[config.mk]
export PLATFORM = sky130hd
export DESIGN_NAME = ddr_port_arbiter_flat
export DESIGN_NICKNAME = d
export VERILOG_FILES = /design/src/rtl/ddr_port_arbiter_if.sv /design/src/rtl/ddr_port_arbiter.sv /design/src/flat_wrapper.sv
export SDC_FILE = /design/constraint.sdc
export NUM_CORES = 1
export LEC_CHECK = 0
export CAP_MARGIN = 25
export CORE_AREA = 2 2 241 243
export CTS_BUF_LIST = sky130_fd_sc_hd__clkbuf_4 sky130_fd_sc_hd__clkbuf_8
export DETAILED_ROUTE_END_ITERATION = 8
export DIE_AREA = 0 0 243 245
export DONT_BUFFER_PORTS = 1
export PLACE_DENSITY_LB_ADDON = 0.25
export SLEW_MARGIN = 20
export SYNTH_ARGS = -nofsm -noshare
export SYNTH_HDL_FRONTEND = slang
export SYNTH_SLANG_ARGS = --single-unit
[constraint.sdc]
create_clock -name clk -period 2.45 [get_ports clk]
set_input_delay 0.49 -clock clk [delete_from_list [all_inputs] [get_ports clk]]
set_output_delay 0.49 -clock clk [all_outputs]
set_load 0.02 [all_outputs]
[src/rtl/ddr_port_arbiter_if.sv]
// rtl/ddr_port_arbiter_if.sv - requester and DDR3 app-side signal bundle for ddr_port_arbiter
// slave is the arbiter's view; master is the view of the requesters plus memory controller.
interface ddr_port_arbiter_if #(
  parameter int ADDR_W = 28,
  parameter int DATA_W = 128,
  parameter int LEN_W  = 5
);
  logic              wr_req;
  logic [ADDR_W-1:0] wr_addr;
  logic [DATA_W-1:0] wr_data;
  logic              wr_ack;

  logic              rd_req;
  logic [ADDR_W-1:0] rd_addr;
  logic [LEN_W-1:0]  rd_len;
  logic              rd_ack;
  logic [DATA_W-1:0] rd_data;
  logic              rd_valid;
  logic              rd_done;

  logic [ADDR_W-1:0] app_addr;
  logic [2:0]        app_cmd;
  logic              app_en;
  logic              app_rdy;
  logic [DATA_W-1:0] app_wdf_data;
  logic              app_wdf_wren;
  logic              app_wdf_end;
  logic              app_wdf_rdy;
  logic [DATA_W-1:0] app_rd_data;
  logic              app_rd_data_valid;

  modport slave (
    input  wr_req, wr_addr, wr_data,
    output wr_ack,
    input  rd_req, rd_addr, rd_len,
    output rd_ack, rd_data, rd_valid, rd_done,
    output app_addr, app_cmd, app_en, app_wdf_data, app_wdf_wren, app_wdf_end,
    input  app_rdy, app_wdf_rdy, app_rd_data, app_rd_data_valid
  );

  modport master (
    output wr_req, wr_addr, wr_data,
    input  wr_ack,
    output rd_req, rd_addr, rd_len,
    input  rd_ack, rd_data, rd_valid, rd_done,
    input  app_addr, app_cmd, app_en, app_wdf_data, app_wdf_wren, app_wdf_end,
    output app_rdy, app_wdf_rdy, app_rd_data, app_rd_data_valid
  );
endinterface

[src/rtl/ddr_port_arbiter.sv]
// rtl/ddr_port_arbiter.sv - two-port arbiter onto the DDR3 controller app interface
// Display bursts have priority; a starve counter guarantees the single-beat write port a slot.
module ddr_port_arbiter #(
  parameter int ADDR_W       = 28,
  parameter int DATA_W       = 128,
  parameter int LEN_W        = 5,
  parameter int ADDR_STEP    = 8,
  parameter int STARVE_LIMIT = 4
) (
  input  logic                clk,
  input  logic                sys_rst,
  input  logic                calib_done,
  output logic                busy,
  ddr_port_arbiter_if.slave   bus
);
  localparam int SW = $clog2(STARVE_LIMIT + 1);
  localparam int OW = LEN_W + 1;

  typedef enum logic [1:0] {IDLE, WR, RD_ISSUE, RD_DRAIN} state_t;

  state_t            state_q, state_d;
  logic [SW-1:0]     starve_cnt_q, starve_cnt_d;
  logic [LEN_W-1:0]  issue_left_q, issue_left_d;
  logic [OW-1:0]     outstanding_q, outstanding_d;
  logic [ADDR_W-1:0] app_addr_q, app_addr_d;
  logic [2:0]        app_cmd_q, app_cmd_d;
  logic              app_en_q, app_en_d;
  logic [DATA_W-1:0] app_wdf_data_q, app_wdf_data_d;
  logic              app_wdf_wren_q, app_wdf_wren_d;
  logic              wr_ack_q, wr_ack_d;
  logic              rd_ack_q, rd_ack_d;
  logic              rd_done_q, rd_done_d;
  logic              rd_valid_q, rd_valid_d;
  logic [DATA_W-1:0] rd_data_q, rd_data_d;

  logic arb_ok, grant_wr, grant_rd, starve_full, cmd_fire, beat_fire, burst_active;

  // While an ack is visible the requester is still withdrawing its request, so hold off arbitration.
  always_comb begin
    starve_full  = (starve_cnt_q == SW'(STARVE_LIMIT));
    arb_ok       = (state_q == IDLE) && calib_done && !wr_ack_q && !rd_ack_q;
    grant_wr     = arb_ok && bus.wr_req && (!bus.rd_req || starve_full);
    grant_rd     = arb_ok && bus.rd_req && !grant_wr;
    burst_active = (state_q == RD_ISSUE) || (state_q == RD_DRAIN);
    cmd_fire     = (state_q == RD_ISSUE) && app_en_q && bus.app_rdy;
    beat_fire    = burst_active && bus.app_rd_data_valid && (outstanding_q != '0);
  end

  always_comb begin
    state_d        = state_q;
    starve_cnt_d   = starve_cnt_q;
    issue_left_d   = issue_left_q;
    outstanding_d  = outstanding_q;
    app_addr_d     = app_addr_q;
    app_cmd_d      = app_cmd_q;
    app_en_d       = app_en_q;
    app_wdf_data_d = app_wdf_data_q;
    app_wdf_wren_d = app_wdf_wren_q;
    wr_ack_d       = 1'b0;
    rd_ack_d       = 1'b0;
    rd_done_d      = 1'b0;
    rd_valid_d     = beat_fire;
    rd_data_d      = beat_fire ? bus.app_rd_data : rd_data_q;

    if (!bus.wr_req || grant_wr) begin
      starve_cnt_d = '0;
    end else if (grant_rd) begin
      starve_cnt_d = starve_cnt_q + SW'(1);
    end

    case ({cmd_fire, beat_fire})
      2'b10:   outstanding_d = outstanding_q + OW'(1);
      2'b01:   outstanding_d = outstanding_q - OW'(1);
      default: outstanding_d = outstanding_q;
    endcase

    case (state_q)
      IDLE: begin
        if (grant_wr) begin
          state_d        = WR;
          app_en_d       = 1'b1;
          app_wdf_wren_d = 1'b1;
          app_cmd_d      = 3'b000;
          app_addr_d     = bus.wr_addr;
          app_wdf_data_d = bus.wr_data;
        end else if (grant_rd) begin
          rd_ack_d = 1'b1;
          if (bus.rd_len == '0) begin
            rd_done_d = 1'b1;
          end else begin
            state_d      = RD_ISSUE;
            app_en_d     = 1'b1;
            app_cmd_d    = 3'b001;
            app_addr_d   = bus.rd_addr;
            issue_left_d = bus.rd_len;
          end
        end
      end
      WR: begin
        // Command and data channels retire independently; ack once both have been taken.
        app_en_d       = app_en_q && !bus.app_rdy;
        app_wdf_wren_d = app_wdf_wren_q && !bus.app_wdf_rdy;
        if (!app_en_d && !app_wdf_wren_d) begin
          wr_ack_d = 1'b1;
          state_d  = IDLE;
        end
      end
      RD_ISSUE: begin
        if (cmd_fire) begin
          app_addr_d   = app_addr_q + ADDR_W'(ADDR_STEP);
          issue_left_d = issue_left_q - LEN_W'(1);
          if (issue_left_q == LEN_W'(1)) begin
            app_en_d = 1'b0;
            state_d  = RD_DRAIN;
          end
        end
      end
      RD_DRAIN: begin
        if (beat_fire && (outstanding_q == OW'(1))) begin
          rd_done_d = 1'b1;
          state_d   = IDLE;
        end
      end
      default: state_d = IDLE;
    endcase
  end

  always_ff @(posedge clk or negedge sys_rst) begin
    if (!sys_rst) begin
      state_q        <= IDLE;
      starve_cnt_q   <= '0;
      issue_left_q   <= '0;
      outstanding_q  <= '0;
      app_addr_q     <= '0;
      app_cmd_q      <= '0;
      app_en_q       <= 1'b0;
      app_wdf_data_q <= '0;
      app_wdf_wren_q <= 1'b0;
      wr_ack_q       <= 1'b0;
      rd_ack_q       <= 1'b0;
      rd_done_q      <= 1'b0;
      rd_valid_q     <= 1'b0;
      rd_data_q      <= '0;
    end else begin
      state_q        <= state_d;
      starve_cnt_q   <= starve_cnt_d;
      issue_left_q   <= issue_left_d;
      outstanding_q  <= outstanding_d;
      app_addr_q     <= app_addr_d;
      app_cmd_q      <= app_cmd_d;
      app_en_q       <= app_en_d;
      app_wdf_data_q <= app_wdf_data_d;
      app_wdf_wren_q <= app_wdf_wren_d;
      wr_ack_q       <= wr_ack_d;
      rd_ack_q       <= rd_ack_d;
      rd_done_q      <= rd_done_d;
      rd_valid_q     <= rd_valid_d;
      rd_data_q      <= rd_data_d;
    end
  end

  assign bus.wr_ack       = wr_ack_q;
  assign bus.rd_ack       = rd_ack_q;
  assign bus.rd_done      = rd_done_q;
  assign bus.rd_valid     = rd_valid_q;
  assign bus.rd_data      = rd_data_q;
  assign bus.app_addr     = app_addr_q;
  assign bus.app_cmd      = app_cmd_q;
  assign bus.app_en       = app_en_q;
  assign bus.app_wdf_data = app_wdf_data_q;
  assign bus.app_wdf_wren = app_wdf_wren_q;
  assign bus.app_wdf_end  = 1'b1;
  assign busy             = (state_q != IDLE);
endmodule

[src/flat_wrapper.sv]
// flat-port wrapper written by rule: the top's interface ports become plain ports
module ddr_port_arbiter_flat 
#(
  parameter int ADDR_W       = 28,
  parameter int DATA_W       = 128,
  parameter int LEN_W        = 5,
  parameter int ADDR_STEP    = 8,
  parameter int STARVE_LIMIT = 4
)
  (clk, sys_rst, calib_done, busy, bus_wr_req, bus_wr_addr, bus_wr_data, bus_wr_ack, bus_rd_req, bus_rd_addr, bus_rd_len, bus_rd_ack, bus_rd_data, bus_rd_valid, bus_rd_done, bus_app_addr, bus_app_cmd, bus_app_en, bus_app_wdf_data, bus_app_wdf_wren, bus_app_wdf_end, bus_app_rdy, bus_app_wdf_rdy, bus_app_rd_data, bus_app_rd_data_valid);
  ddr_port_arbiter_if #(.ADDR_W(ADDR_W), .DATA_W(DATA_W), .LEN_W(LEN_W)) bus_i ();
  input  logic clk;
  input  logic sys_rst;
  input  logic calib_done;
  output logic busy;
  input wire logic [$bits(bus_i.wr_req)-1:0] bus_wr_req;
  input wire logic [$bits(bus_i.wr_addr)-1:0] bus_wr_addr;
  input wire logic [$bits(bus_i.wr_data)-1:0] bus_wr_data;
  output wire logic [$bits(bus_i.wr_ack)-1:0] bus_wr_ack;
  input wire logic [$bits(bus_i.rd_req)-1:0] bus_rd_req;
  input wire logic [$bits(bus_i.rd_addr)-1:0] bus_rd_addr;
  input wire logic [$bits(bus_i.rd_len)-1:0] bus_rd_len;
  output wire logic [$bits(bus_i.rd_ack)-1:0] bus_rd_ack;
  output wire logic [$bits(bus_i.rd_data)-1:0] bus_rd_data;
  output wire logic [$bits(bus_i.rd_valid)-1:0] bus_rd_valid;
  output wire logic [$bits(bus_i.rd_done)-1:0] bus_rd_done;
  output wire logic [$bits(bus_i.app_addr)-1:0] bus_app_addr;
  output wire logic [$bits(bus_i.app_cmd)-1:0] bus_app_cmd;
  output wire logic [$bits(bus_i.app_en)-1:0] bus_app_en;
  output wire logic [$bits(bus_i.app_wdf_data)-1:0] bus_app_wdf_data;
  output wire logic [$bits(bus_i.app_wdf_wren)-1:0] bus_app_wdf_wren;
  output wire logic [$bits(bus_i.app_wdf_end)-1:0] bus_app_wdf_end;
  input wire logic [$bits(bus_i.app_rdy)-1:0] bus_app_rdy;
  input wire logic [$bits(bus_i.app_wdf_rdy)-1:0] bus_app_wdf_rdy;
  input wire logic [$bits(bus_i.app_rd_data)-1:0] bus_app_rd_data;
  input wire logic [$bits(bus_i.app_rd_data_valid)-1:0] bus_app_rd_data_valid;
  assign bus_i.wr_req = bus_wr_req;
  assign bus_i.wr_addr = bus_wr_addr;
  assign bus_i.wr_data = bus_wr_data;
  assign bus_wr_ack = bus_i.wr_ack;
  assign bus_i.rd_req = bus_rd_req;
  assign bus_i.rd_addr = bus_rd_addr;
  assign bus_i.rd_len = bus_rd_len;
  assign bus_rd_ack = bus_i.rd_ack;
  assign bus_rd_data = bus_i.rd_data;
  assign bus_rd_valid = bus_i.rd_valid;
  assign bus_rd_done = bus_i.rd_done;
  assign bus_app_addr = bus_i.app_addr;
  assign bus_app_cmd = bus_i.app_cmd;
  assign bus_app_en = bus_i.app_en;
  assign bus_app_wdf_data = bus_i.app_wdf_data;
  assign bus_app_wdf_wren = bus_i.app_wdf_wren;
  assign bus_app_wdf_end = bus_i.app_wdf_end;
  assign bus_i.app_rdy = bus_app_rdy;
  assign bus_i.app_wdf_rdy = bus_app_wdf_rdy;
  assign bus_i.app_rd_data = bus_app_rd_data;
  assign bus_i.app_rd_data_valid = bus_app_rd_data_valid;
  ddr_port_arbiter #(.ADDR_W(ADDR_W), .DATA_W(DATA_W), .LEN_W(LEN_W), .ADDR_STEP(ADDR_STEP), .STARVE_LIMIT(STARVE_LIMIT)) u_core (.clk(clk), .sys_rst(sys_rst), .calib_done(calib_done), .busy(busy), .bus(bus_i));
endmodule
==> results <==
==> cell families after synthesis <==
| group | count (synthesis) |
|---|---|
| AND/OR/NAND/NOR | 544 |
| flip-flops | 307 |
| AO/OA/AOI/OAI | 101 |
| other | 2 |
| multiplexers | 156 |
| buffers and inverters | 86 |
| adder cells (fa/ha/maj) | 14 |
| XOR/XNOR | 6 |
==> registers in the layout, summed over array words and instances, names as in the netlist, 2 cells and up <==
signal                   cells
u_core.bus.app_wdf_data    128
u_core.starve_cnt_q          3
u_core.issue_left_q          5
u_core.bus.rd_data         128
u_core.state_q               2
u_core.bus.app_addr         28
u_core.outstanding_q         6
==> worst register-to-register path, cell delays in order, from the launching register on <==
cell and delay, ns:
dfrtp_1 0.40, inv_1 0.10, buf_4 0.13, ha_2 0.23, o21ai_0 0.16, a21oi_4 0.18, buf_12 0.22, buf_12 0.34
mux2_2 0.47
==> layout make-up <==
class	count	area (um2)	area share
timing repair buffer	310	3100	0.170
tap	765	957	0.0526
antenna	8	20.0	0.00110
sequential	307	7680	0.422
clock inverter	16	198	0.0109
inverter	20	75.1	0.00412
clock buffer	81	1050	0.0575
multi-input combinational	824	5130	0.282
==> routing by layer <==
layer | part of all wire | global-route usage | up-vias
met5 | 0.00036 | 0 | -
met4 | 0.030 | 0.0594 | 2
met3 | 0.077 | 0.0458 | 93
met2 | 0.51 | 0.247 | 379
met1 | 0.38 | 0.157 | 5114
li1 | - | - | 4728
==> path summary, 6_finish.rpt <==
kind / from / endpoint / slack [ns] / depth (start not counted)
worst min-delay path: sys_rst / u_core.bus.rd_data[5] / -0.44 / 0
worst min register to register: u_core.outstanding_q[5] / u_core.outstanding_q[5] / 0.49 / 1
max in group asynchronous: sys_rst / u_core.bus.app_wdf_data[21] / 2.26 / 0
worst max-delay path: u_core.state_q[0] / u_core.bus.rd_data[73] / 0.10 / 8
min in group clk: bus_rd_len[0] / u_core.issue_left_q[0] / 0.10 / 2
worst max register to register: u_core.state_q[0] / u_core.bus.rd_data[73] / 0.10 / 8
==> through the flow <==
stage	total power, mW	setup WS [ns]
after global routing	11.4	0.0101
after global placement	5.23	0.00601
after floorplan	5.22	0.0261
after detailed placement	5.23	-0.0772
after CTS	11.1	0.0202
final	10.9	0.103
==> cell usage in the layout (no fill, tap or decap), types with 5 or more instances in the layout <==
cell type / count
inv_1: 20
nand4_1: 11
clkbuf_4: 11
and2_1: 6
mux2i_1: 20
nor3_1: 6
buf_12: 8
buf_4: 41
nor4_1: 9
mux2_2: 136
diode_2: 8
nand4b_1: 5
clkinv_2: 9
o22ai_1: 7
nand2_1: 426
nor2_1: 22
a21oi_1: 14
and3_1: 8
nor4b_1: 5
nand3_1: 16
dlygate4sd3_1: 260
and4_1: 6
o21ai_0: 19
clkbuf_8: 70
ha_1: 12
a211o_1: 10
dfrtp_1: 307
==> power groups by stage <==
stage | combinational (mW) | sequential (mW) | clock [mW]
after global routing | 0.439 | 5.07 | 5.88
after global placement | 0.0575 | 5.17 | 0
final | 0.418 | 5.08 | 5.43
after detailed placement | 0.0574 | 5.17 | 0
after floorplan | 0.0459 | 5.17 | 0
after CTS | 0.415 | 5.08 | 5.63
==> repair_timing <==
action                                  CTS  global route
hold endpoints to repair                569           307
pin swaps                                 0             1
buffers inserted                          0             1
endpoints found under the setup margin    3            80
gates resized for setup                   1            10
==> run_results.csv <==
group,metric,value,unit
finish,fin_area,18200,um2
die,die_w,243,um
detailed_routing,via_per_inst,4.43,
placement,place_inst,1965,
hold_path,hold_class,"input pin to asynchronous set/reset pin",
synth,yosysTopAreaCellShare,0.583,
setup_path,critical_path_required,2.96,ns
synth,synth_edf_count,0,
synth,synth-xor-area-share,0.00399,
power,power_per_cell_area,600,nW/um2
synth,synth_adder_area_share,0.0133,
clock_tree,clkTransAtPathRegs,0.06,ns
power,internal_power,8.53,mW
synth,syn_avg_cell_area,10.8,um2
detailed_routing,wl,44500,um
detailed_routing,via_count,10300,
detailed_routing,ant_nets,0,
die,die_height,245,um
finish,num-fill-cells,5807,
clock_tree,cts_buffers,55,
power,power_frac_seq,0.465,
finish,syn2layout_area_growth,38.1,%
die,die-area,59500,um2
global_routing,grt_pass1_vias,10900,
timing,worst_pin_slew,0.716,ns
power,power.share.clock,0.497,
synth,synth_seq_cells,307,
timing,setup_viol,0,
synth,synth_cells,1216,
setup_path,crit_chain,"inv_1, buf_4, ha_2, o21ai_0, a21oi_4, buf_12, buf_12, mux2_2",
setup_path,critical_path.slowest_cell,"mux2_2",
synth,synthFlopType,"dfrtp_1",
global_routing,track_usage,0.141,
detailed_routing,drt_iter0_drc,467,
power,power.share.switching,0.219,
die,core_area,57000,um2
timing,rsz0062_at_grt,"true",
clock_tree,cts_tree,"done",
detailed_routing,wl_per_cell,19.1,um
detailed_routing,firstDrtPassIters,5,
setup_path,slowest_delay,0.41,ns
clock_tree,cts.htree.levels,2,
synth,synth.area.top_cells,"dfrtp_1, nand2_1, mux2_2, buf_2, mux2i_1",
clock_tree,clkLatencyLatePin,0.63,ns
synth,synth_compound_area_frac,0.0556,
setup_path,crit_path_end_kind,"flop",
placement,hpwl,30400,um
timing,hold_slack,-0.436,ns
synth,synth.most_common_cell,"nand2_1",
status,violations,"negative hold slack",
die,ios,620,
timing,layout_min_cycle_time,2.35,ns
power,peakVddDrop,0.000394,V
run,maxCapViolCount,0,
power,p_leak,8.87,nW
global_routing,overflow,0,
timing,finalHoldViolCount,307,
synth,yosysTopAreaCell,"dfrtp_1",
clock_tree,cts.sinks,307,
synth,synth_mux_area_frac,0.131,
timing,clock_skew,0.0281,ns
synth,syn_area,13200,um2
die,start_util,0.231,
clock_tree,cts_hold_buf,260,
finish,drive_above_1_share,0.195,
global_routing,antenna_found_initial,9,
placement,place_area,14300,um2
placement,port_buffers,0,
synth,synth_warnings,0,
setup_path,worst-path-max-fanout,61,
finish,nets,1857,
global_routing,grt_pass1_wl,66200,um
timing,finalCritPeriodShare,0.958,
setup_path,critPathArrivalTime,2.85,ns
setup_path,worstPathBufferInverterCount,4,
synth,synth-simple-area-share,0.181,
setup_path,crit_family,"buffers and inverters",
finish,fin_cells,2331,
detailed_routing,drc_errors,0,
power,switchingPower,2.40,mW
timing,tns,0,ns
finish,final_util,0.319,
power,combPwrFrac,0.038,
global_routing,grt_max_degree,308,
synth,synth_commonest_cells,"nand2_1, dfrtp_1, mux2_2, buf_2, nor2_1",
status,status,"complete, but fails checks",
clock_tree,clock-root-buffer,"clkbuf_8",
setup_path,crit_path_frequent_cell,"buf_12",
setup_path,worstSetupStartpointType,"flop",
timing,relSlewSlack,0.523,
synth,async_reset_ff_frac,1.00,
setup_path,path_class,"flop to flop",
synth,synth_top_family_by_area,"simple AND/OR/NAND/NOR gates",
placement,gp_congestion,0.823,
timing,fmax,426,MHz
synth,yosysSeqAreaShare,0.583,
clock_tree,clk_path_buf_depth,3,
die,rows,88,
synth,synth_cell_type_count,71,
timing,slew_violations,0,
No activity file was read; power rests on OpenSTA's default activity.
==> RTL edit: new RTL, config.mk and constraints unchanged <==
`ADDR_W` is set to 28 in 3 places; all go to 56.
--- a/src/rtl/ddr_port_arbiter_if.sv
+++ b/src/rtl/ddr_port_arbiter_if.sv
@@ -3,3 +3,3 @@
 interface ddr_port_arbiter_if #(
-  parameter int ADDR_W = 28,
+  parameter int ADDR_W = 56,
   parameter int DATA_W = 128,
--- a/src/rtl/ddr_port_arbiter.sv
+++ b/src/rtl/ddr_port_arbiter.sv
@@ -3,3 +3,3 @@
 module ddr_port_arbiter #(
-  parameter int ADDR_W       = 28,
+  parameter int ADDR_W       = 56,
   parameter int DATA_W       = 128,
--- a/src/flat_wrapper.sv
+++ b/src/flat_wrapper.sv
@@ -3,3 +3,3 @@
 #(
-  parameter int ADDR_W       = 28,
+  parameter int ADDR_W       = 56,
   parameter int DATA_W       = 128,
Ports: changed (resized bus_app_addr, bus_rd_addr and bus_wr_addr); port bits go from 620 to 704. The function was not compared with the original's and may differ.
==> RTL edit against the unedited design <==
The flow still finishes with violations (hold timing); routed wire length increased by 58%; power increased by 13%; setup slack got worse by 0.036 ns; via count increased by 29%; fmax decreased by 1.5%; critical path depth increased by 3; non-clock buffer count increased by 51; area after synthesis increased by 16%; sequential cell count increased by 28; global-route usage increased by 8.3 points; clock skew increased by 0.020 ns; core utilization increased by 4.7 points; cell area increased by 15%; critical path type unchanged; largest cell class unchanged; largest power group unchanged.
==> RTL edit: results (changes against the unedited design) <==
logic_synthesis:
  synth_xor_area_share_pct: 0.3445  # was 0.3985%
  synthAdderAreaFrac_pct: 1.148  # was 1.328%
  ys_top_cells_by_area: "dfrtp_1, mux2_2, nand2_1"  # was dfrtp_1, nand2_1, mux2_2
  ys_top_cells_by_count: "nand2_1, dfrtp_1, mux2_2"  # unchanged
  ys_types: 66  # was 71
  synth_seq_area_share_pct: 54.95  # was 58.26%
  syn-instance-count: 1484  # was 1,216
  synthMuxAreaShare_pct: 13.51  # was 13.13%
  synth_compound_area_share_pct: 8.406  # was 5.560%
global_route:
  grtUsageTotal_pct: 22.40  # was 14.09%
  grt_pass1_vias: 13570  # was 10.89k
  grt_pass1_wl_microns: 97230  # was 66,230 microns
  antenna_found_initial: 10  # was 9
  grt_max_degree: 336  # was 308
critical_path:
  reg2reg_slack_ns: 0.07  # was 0.10 ns
  cp.arrival_ns: 2.91  # was 2.85 ns
  reg2reg_to: "u_core.bus.app_addr[23]$_DFFE_PN0P_"  # was u_core.bus.rd_data[73]$_DFFE_PN0P_
  rr_worst_depth: 11  # was 8
  slowest_stage: "dfrtp_1"  # was mux2_2
  cp_top_family: "buffers and inverters"  # unchanged
  path_max_fanout: 19  # was 61
timing:
  finalHoldViolations: 335  # was 307
  slew-limit-headroom_pct: 33.52  # was 52.27%
  hold-worst-slack_ns: -0.4620  # was -0.4362 ns
  fin_skew_ns: 0.04805  # was 0.02807 ns
power:
  vdd_ir_drop_max_uv: 489.6  # was 394.2 uV
  p_leak_nw: 9.961  # was 8.875 nW
layout:
  layout.nets: 2215  # was 1,857
  drive_gt1_share_pct: 23.08  # was 19.51%
  nFillCells: 5771  # was 5,807
clocking:
  numCtsBuffers: 61  # was 55
  clk_latency_ns: 0.70  # was 0.63 ns
placement:
  dp.cells: 2264  # was 1,965
  hpwlAfterDp_microns: 52270  # was 30,410 microns
  gp_congestion: 0.9096  # was 0.8226
route:
  vias: 13270  # was 10.32k
  first_iter_violations: 990  # was 467
  drt_wl_total_microns: 70230  # was 44,460 microns
outcome:
  violations: "hold timing"  # unchanged
  status: "finished, violations left"  # unchanged
## RTL edit: stage by stage
step / cell area (sq um) / util, % / setup WS (ns)
floorplan: 15280 / - / -0.01521
global placement: 16800 / 29.45 / 0.03329
detailed placement: 16800 / 29.45 / -0.03302
CTS: 20650 / 36.20 / 0.01823
global route: 20900 / 36.64 / 0.02064
finish: 20900 / 36.64 / 0.06719
## RTL edit: layout make-up
type                            count  share of cell area, %
Sequential cell                   335                  40.13
Multi-Input combinational cell   1037                  31.20
Timing Repair Buffer              361                  16.84
Clock buffer                       92                  5.550
Tap cell                          765                  4.580
Clock inverter                     23                  1.233
Inverter                           24                 0.4490
Antenna cell                        1                0.01197
## RTL edit: logic make-up (layout without fill, tap and decap cells)
group | count (synthesis) | in the layout
and+or+nand+nor | 645 | 646
DFF | 335 | 335
muxes | 185 | 185
AOI/OAI and AO/OA | 183 | 183
buffers and inverters | 114 | 500
adders and majority gates | 14 | 14
xor gates and xnor gates | 6 | 6
other | 2 | 4
## RTL edit: metal layers
layer | routed length, microns | GRT usage (%) | share of wire [%]
met1 | 25530 | 25.42 | 36
met2 | 34470 | 37.64 | 49
met3 | 7708 | 9.578 | 11
met4 | 2315 | 7.434 | 3.3
met5 | 201 | 2.288 | 0.29
## RTL edit: power by group through the flow
stage | clock, mW | combinational (mW) | sequential [mW]
CTS | 6.30 | 0.562 | 5.58
finish | 6.16 | 0.575 | 5.59
detailed placement | 0 | 0.225 | 5.68
global route | 6.57 | 0.604 | 5.59
global placement | 0 | 0.223 | 5.68
floorplan | 0 | 0.121 | 5.72
## RTL edit: what timing repair did
item                                    CTS  global route
endpoints found under the hold margin   580           339
gates resized for setup                   1            12
gates cloned                              0             4
hold buffers                            242             4
buffers inserted                          1             7
pin swaps                                 1             4
endpoints found under the setup margin    7            37
